`src/rtl/piso_stream.sv`:
```
// rtl/piso_stream.sv - parallel-in/serial-out serializer with valid/ready load and per-word bit order
// Optional even-parity bit after the data bits: define PISO_STREAM_PARITY_EN.
module piso_stream #(
    parameter int WIDTH   = 8,
    parameter int CLK_DIV = 1
) (
    input  logic             clk_in,
    input  logic             reset_n_in,
    input  logic [WIDTH-1:0] data_in,
    input  logic             valid_in,
    output logic             ready_out,
    input  logic             lsb_first_in,
    output logic             serial_out,
    output logic             frame_out,
    output logic             done_out
);

`ifdef PISO_STREAM_PARITY_EN
    localparam int NBITS = WIDTH + 1;
`else
    localparam int NBITS = WIDTH;
`endif
    localparam int BIT_W = $clog2(WIDTH + 1);
    localparam int DIV_W = (CLK_DIV > 1) ? $clog2(CLK_DIV) : 1;
    localparam logic [BIT_W-1:0] BIT_LAST = BIT_W'(NBITS - 1);
    localparam logic [DIV_W-1:0] DIV_LAST = DIV_W'(CLK_DIV - 1);

    typedef enum logic {IDLE, SHIFT} state_t;

    state_t           state_q, state_d;
    logic [WIDTH-1:0] shift_q;
    logic             lsb_q;
    logic [BIT_W-1:0] bit_cnt;
    logic [DIV_W-1:0] div_cnt;
    logic             last_period;
    logic             handshake;
    logic             next_bit;
`ifdef PISO_STREAM_PARITY_EN
    logic             parity_q;
`endif

    always_comb begin
        last_period = 1'b0;
        ready_out   = 1'b0;
        state_d     = state_q;
        next_bit    = lsb_q ? shift_q[0] : shift_q[WIDTH-1];
`ifdef PISO_STREAM_PARITY_EN
        if (bit_cnt == BIT_W'(WIDTH - 1))
            next_bit = parity_q;
`endif
        last_period = (state_q == SHIFT) && (bit_cnt == BIT_LAST) && (div_cnt == DIV_LAST);
        ready_out   = (state_q == IDLE) || last_period;
        handshake   = valid_in && ready_out;
        if (handshake)
            state_d = SHIFT;
        else if (last_period)
            state_d = IDLE;
    end

    always_ff @(posedge clk_in or negedge reset_n_in) begin
        if (!reset_n_in) begin
            state_q    <= IDLE;
            shift_q    <= '0;
            lsb_q      <= 1'b0;
            bit_cnt    <= '0;
            div_cnt    <= '0;
            serial_out <= 1'b0;
            frame_out  <= 1'b0;
            done_out   <= 1'b0;
`ifdef PISO_STREAM_PARITY_EN
            parity_q   <= 1'b0;
`endif
        end else begin
            state_q  <= state_d;
            done_out <= last_period;
            if (handshake) begin
                // First bit goes straight to the output; the register keeps the rest.
                serial_out <= lsb_first_in ? data_in[0] : data_in[WIDTH-1];
                shift_q    <= lsb_first_in ? (data_in >> 1) : (data_in << 1);
                lsb_q      <= lsb_first_in;
                bit_cnt    <= '0;
                div_cnt    <= '0;
                frame_out  <= 1'b1;
`ifdef PISO_STREAM_PARITY_EN
                parity_q   <= ^data_in;
`endif
            end else if (last_period) begin
                serial_out <= 1'b0;
                frame_out  <= 1'b0;
                bit_cnt    <= '0;
                div_cnt    <= '0;
            end else if (state_q == SHIFT) begin
                if (div_cnt == DIV_LAST) begin
                    div_cnt    <= '0;
                    bit_cnt    <= bit_cnt + BIT_W'(1);
                    serial_out <= next_bit;
                    shift_q    <= lsb_q ? (shift_q >> 1) : (shift_q << 1);
                end else begin
                    div_cnt <= div_cnt + DIV_W'(1);
                end
            end
        end
    end

endmodule

```
`config.mk`:
```
export PLATFORM = sky130hd
export DESIGN_NAME = piso_stream
export DESIGN_NICKNAME = d
export VERILOG_FILES = /design/src/rtl/piso_stream.sv
export SDC_FILE = /design/constraint.sdc
export NUM_CORES = 1
export LEC_CHECK = 0
export BUFFER_PORTS_ARGS = -buffer_cell sky130_fd_sc_hd__buf_2
export CORE_UTILIZATION = 50
export CTS_CLUSTER_DIAMETER = 120
export DETAILED_ROUTE_END_ITERATION = 16
export PLACE_DENSITY = 0.78
export SYNTH_ARGS = -nofsm -noshare
export SYNTH_HDL_FRONTEND = slang
export SYNTH_SLANG_ARGS = --single-unit
```
`constraint.sdc`:
```
create_clock -name clk_in -period 2.8 [get_ports clk_in]
set_input_delay 0.28 -clock clk_in [delete_from_list [all_inputs] [get_ports clk_in]]
set_output_delay 0.28 -clock clk_in [all_outputs]
set_load 0.03 [all_outputs]
```
# == Yosys cells after proc, flatten, opt, wreduce, memory -nomap -nowiden ==
# Cells that the tools add are included.
# word_totals
reg_bits,17
input_bits,12
out_inout_bits,4
wordCells,46
# classes
n_addsub,2
n_eq_ne,4
mux,22
n_bitwise,2
n_reduce_logical,9
# ops
operator,n
$mux W8,6
$mux W4,4
$mux W1,12
$add A4 B1 Y4 const B,1
$eq A4 B3 Y1 const B,1
$ne A2 B1 Y1 const B,2
$reduce_bool A2 Y1,2
$logic_and A1 B1 Y1,3
$ne A3 B1 Y1 const B,1
$reduce_and A3 Y1,1
$reduce_bool A3 Y1,1
$not A1 Y1,2
$reduce_and A2 Y1,1
$add A1 B1 Y1 const B,1
$logic_or A1 B1 Y1,1

# == Depth between registers and ports, before layout ==
# logic_depth
ltp_word,7
mapped_depth,5
depth_no_buf,5

# == Least setup slack after synthesis ==
# OpenSTA, ideal clock, no wires.
# synth_timing
kind,flip-flop to output port
start,register bit_cnt[0]
end,output ready_out
t_arrival_ns,1.050
t_required_ns,2.520
setup_slack_ns,1.470
stages_incl_launch_ff,5
path_buffers,0
path_cell_list,dfrtp_1 -> ha_1 -> nand3b_2 -> and2_2 -> inv_4
# synth_between
elab_chain_len,4
# synth_rtl
element,line,source
start: declaration,33,logic [BIT_W-1:0] bit_cnt;
start signal: assignment,95,bit_cnt <= bit_cnt + BIT_W'(1);
$eq A4 B3 Y1,51,last_period = (state_q == SHIFT) && (bit_cnt == BIT_LAST) && (div_cnt == DIV_LAST);
$logic_and A1 B1 Y1 (2 in series),51,
$logic_or A1 B1 Y1,52,ready_out = (state_q == IDLE) || last_period;
end: declaration,11,"output logic ready_out,"
# No other way between the ends.

# == Worst setup path after layout ==
# Same ends and word-level chain as after synthesis.

==> metrics.cfg <==
[worst_setup_path]
worstSetupPathType = reg -> out
worst-r2r-setup-slack_ns = 1.16
cp_max_fo = 13
slowest_stage = dfrtp_1
slowest_delay_ns = 0.39
cp.depth = 5
reg2reg_to = lsb_q
startpoint = bit_cnt[0]
crit_path_start_kind = register
crit_arrival_ns = 1.90
reg2reg_from = bit_cnt[0]
ff2ff_path_depth = 4
cp_cell_sequence = ha_1 > nand3b_2 > and2_2 > inv_4 > buf_2
cp_num_buf_inv = 2
cpLargestDelayFamily = simple AND/OR/NAND/NOR gates
worstPathRequired_ns = 2.52
worstSetupEndpoint = ready_out
worst_setup_path_end_kind = primary output

[power_and_ir_drop]
power.density_nw_per_um2 = 903
p_seq_share_pct = 42.9
power.switching_mw = 0.391
power_mw = 0.994
p_clk_share_pct = 15.9
switching_share_pct = 39.4
irDropWorstVdd_v = 0.000423
p_int_mw = 0.603
combPwrFrac_pct = 41.2
leakagePower_nw = 0.522

[sta]
setup_viol = 0
period_needed_ns = 2.18
finClkSkew_ns = 0.00899
fin_crit_sh_pct = 78.0
fin_ws_ns = 0.616
slew_viol_final = 0
hold_viol = 0
slew_headroom_pct = 60.5
fmax_mhz = 458
timing.hold.ws_ns = 0.371
worst_pin_slew_ns = 0.593
rsz0062_at_grt = no
tns_ns = 0

[cts]
clk_path_buf_depth = 2
cts.sinks = 16
cts.clk_slew.worst_paths_ns = 0.09
cts_setup_buffers = 0
htree_levels = 1
cts.repair.resized = 0
cts_tree = done
cts_made_buffers = 3
insertion_delay_ns = 0.30
root_buffer = clkbuf_4
hold_buffers = 1

[finish]
fin_util_pct = 61.1
design_area_sq_um = 1100
fill_cells = 156
layout.cells.non_filler = 128
area_growth_pct = 9.86
drive_gt1_share_pct = 36.9
diodes = 0
fin_nets = 117

[die]
io_pins = 16
fp.dieH_microns = 46.8
die_w_microns = 46.8
rows = 15
die_area_sq_um = 2190
core-area_sq_um = 1800
initial_utilization_pct = 55.6

[route]
ant_nets = 0
drt-vias-per-instance = 5.65
routedWlPerCell_microns = 15.3
wirelength_microns = 1960
firstDrtPassIters = 4
drt_iter0_markers = 15
vias = 723
drc = 0

[logic_synthesis]
yosys_register_bits = 16
synth_edf_count = 0
synth_warnings = 0
ys_async_sr_fraction_pct = 100
avgSynthCellArea_sq_um = 11.3
ys_types = 30
synthCells = 89
dominantRegCellSynth = dfrtp_1
synth_seq_area_share_pct = 40.0
syn_nets = 102
syn_area_sq_um = 1000

[placed_design]
io_buffers = 15
place.gp.congestion = 0.783
dpl-instance-area_sq_um = 1050
place_hpwl_microns = 1400
place_inst = 123
post-place-ws_ns = 0.945

[flow_run]
drv_cap = 0

[global_routing]
grt_max_degree = 23
grt_pass1_vias = 665
grt_usage_pct = 20.3
grt-ovfl-total = 0
grt_pass1_wl_microns = 3020
antenna_found_initial = 0

[run_status]
status = finished clean

[worst_hold_path]
hold_path.class = in -> reg

cell usage after synthesis, drive strengths merged, types with 2 or more instances:
cell	count	share of area, %
o21ai	3	1.5
nor2b	2	1.2
a221oi	6	9.0
buf	6	5.4
o21bai	6	6.7
dfrtp	16	40
nor2	8	3.0
o22ai	2	1.2
mux2i	14	14
nand2	5	1.9
mux2	3	3.4
inv	3	1.4
nand3	2	1.0
worst min-delay path by stage:
stage	start	to	slack (ns)	cells after the start
global route	data_in[1]	shift_q[0]	0.38	3
detailed placement	reset_n_in	bit_cnt[2]	0.21	1
finish	data_in[1]	shift_q[0]	0.37	3
CTS	data_in[1]	shift_q[0]	0.37	3
global placement	reset_n_in	bit_cnt[2]	0.21	1
floorplan	reset_n_in	bit_cnt[0]	-0.02	0
cell families after synthesis:
family / synth area share (%)
AO/OA/AOI/OAI: 21.8
XOR/XNOR: 0.874
adder cells (fa/ha/maj): 1.25
buffers and inverters: 6.74
flip-flops: 39.9
multiplexers: 17.4
AND/OR/NAND/NOR: 12.0
metal layers:
metal | track usage (%) | share of wire [%] | up-vias | wire length (microns)
met5 | 0 | 0 | - | 0
met4 | 10.3 | 2.1 | 0 | 42
met3 | 3.46 | 3.3 | 5 | 65
met2 | 29.2 | 45 | 22 | 874
met1 | 29.4 | 50 | 336 | 975
li1 | - | - | 360 | -
layout by cell type (no fill, tap or decap):
cell	Yosys	final
or3b_1	1	1
mux2i_1	14	14
dlygate4sd3_1	0	1
o21ai_0	3	3
a31oi_1	1	1
clkbuf_8	0	1
a21boi_0	1	1
a21oi_1	1	1
nand2_1	5	5
nand4_1	1	1
o22ai_1	2	2
nor2b_1	2	2
inv_1	1	1
nand4b_1	1	1
a211oi_1	1	1
nand3_1	2	2
clkbuf_4	0	3
o211ai_1	1	1
buf_2	1	15
nor2_1	8	8
ha_1	1	1
o21bai_2	6	6
nand3b_2	1	1
dfrtp_1	16	16
a221oi_2	6	6
and2_2	1	1
inv_2	1	1
xnor2_1	1	1
nand2b_1	1	1
inv_4	1	1
mux2_2	3	3
registers in the layout (all words and copies together), names as in the netlist:
name and flops:
serial_out 1, state_q 1, lsb_q 1, done_out 1, shift_q 8, bit_cnt 4
area by class of cell:
| type | count | area (sq um) | share of cell area [%] |
|---|---|---|---|
| Timing Repair Buffer | 16 | 85.1 | 7.73 |
| Multi-Input combinational cell | 64 | 534 | 48.5 |
| Tap cell | 25 | 31.3 | 2.84 |
| Sequential cell | 16 | 400 | 36.4 |
| Inverter | 3 | 13.8 | 1.25 |
| Clock buffer | 4 | 36.3 | 3.30 |
power by group through the flow:
stage / Sequential, mW / Clock, mW / Combinational [mW]
after detailed placement: 0.431 / 0 / 0.408
after CTS: 0.425 / 0.163 / 0.413
after global placement: 0.427 / 0 / 0.392
after global routing: 0.444 / 0.172 / 0.442
after floorplan: 0.393 / 0 / 0.361
final: 0.426 / 0.158 / 0.410
worst min-delay path, cell delays in order:
cell     delay (ns)
buf_2          0.09
a31oi_1        0.08
o21ai_0        0.17
Power figures use the tool's default switching activity.
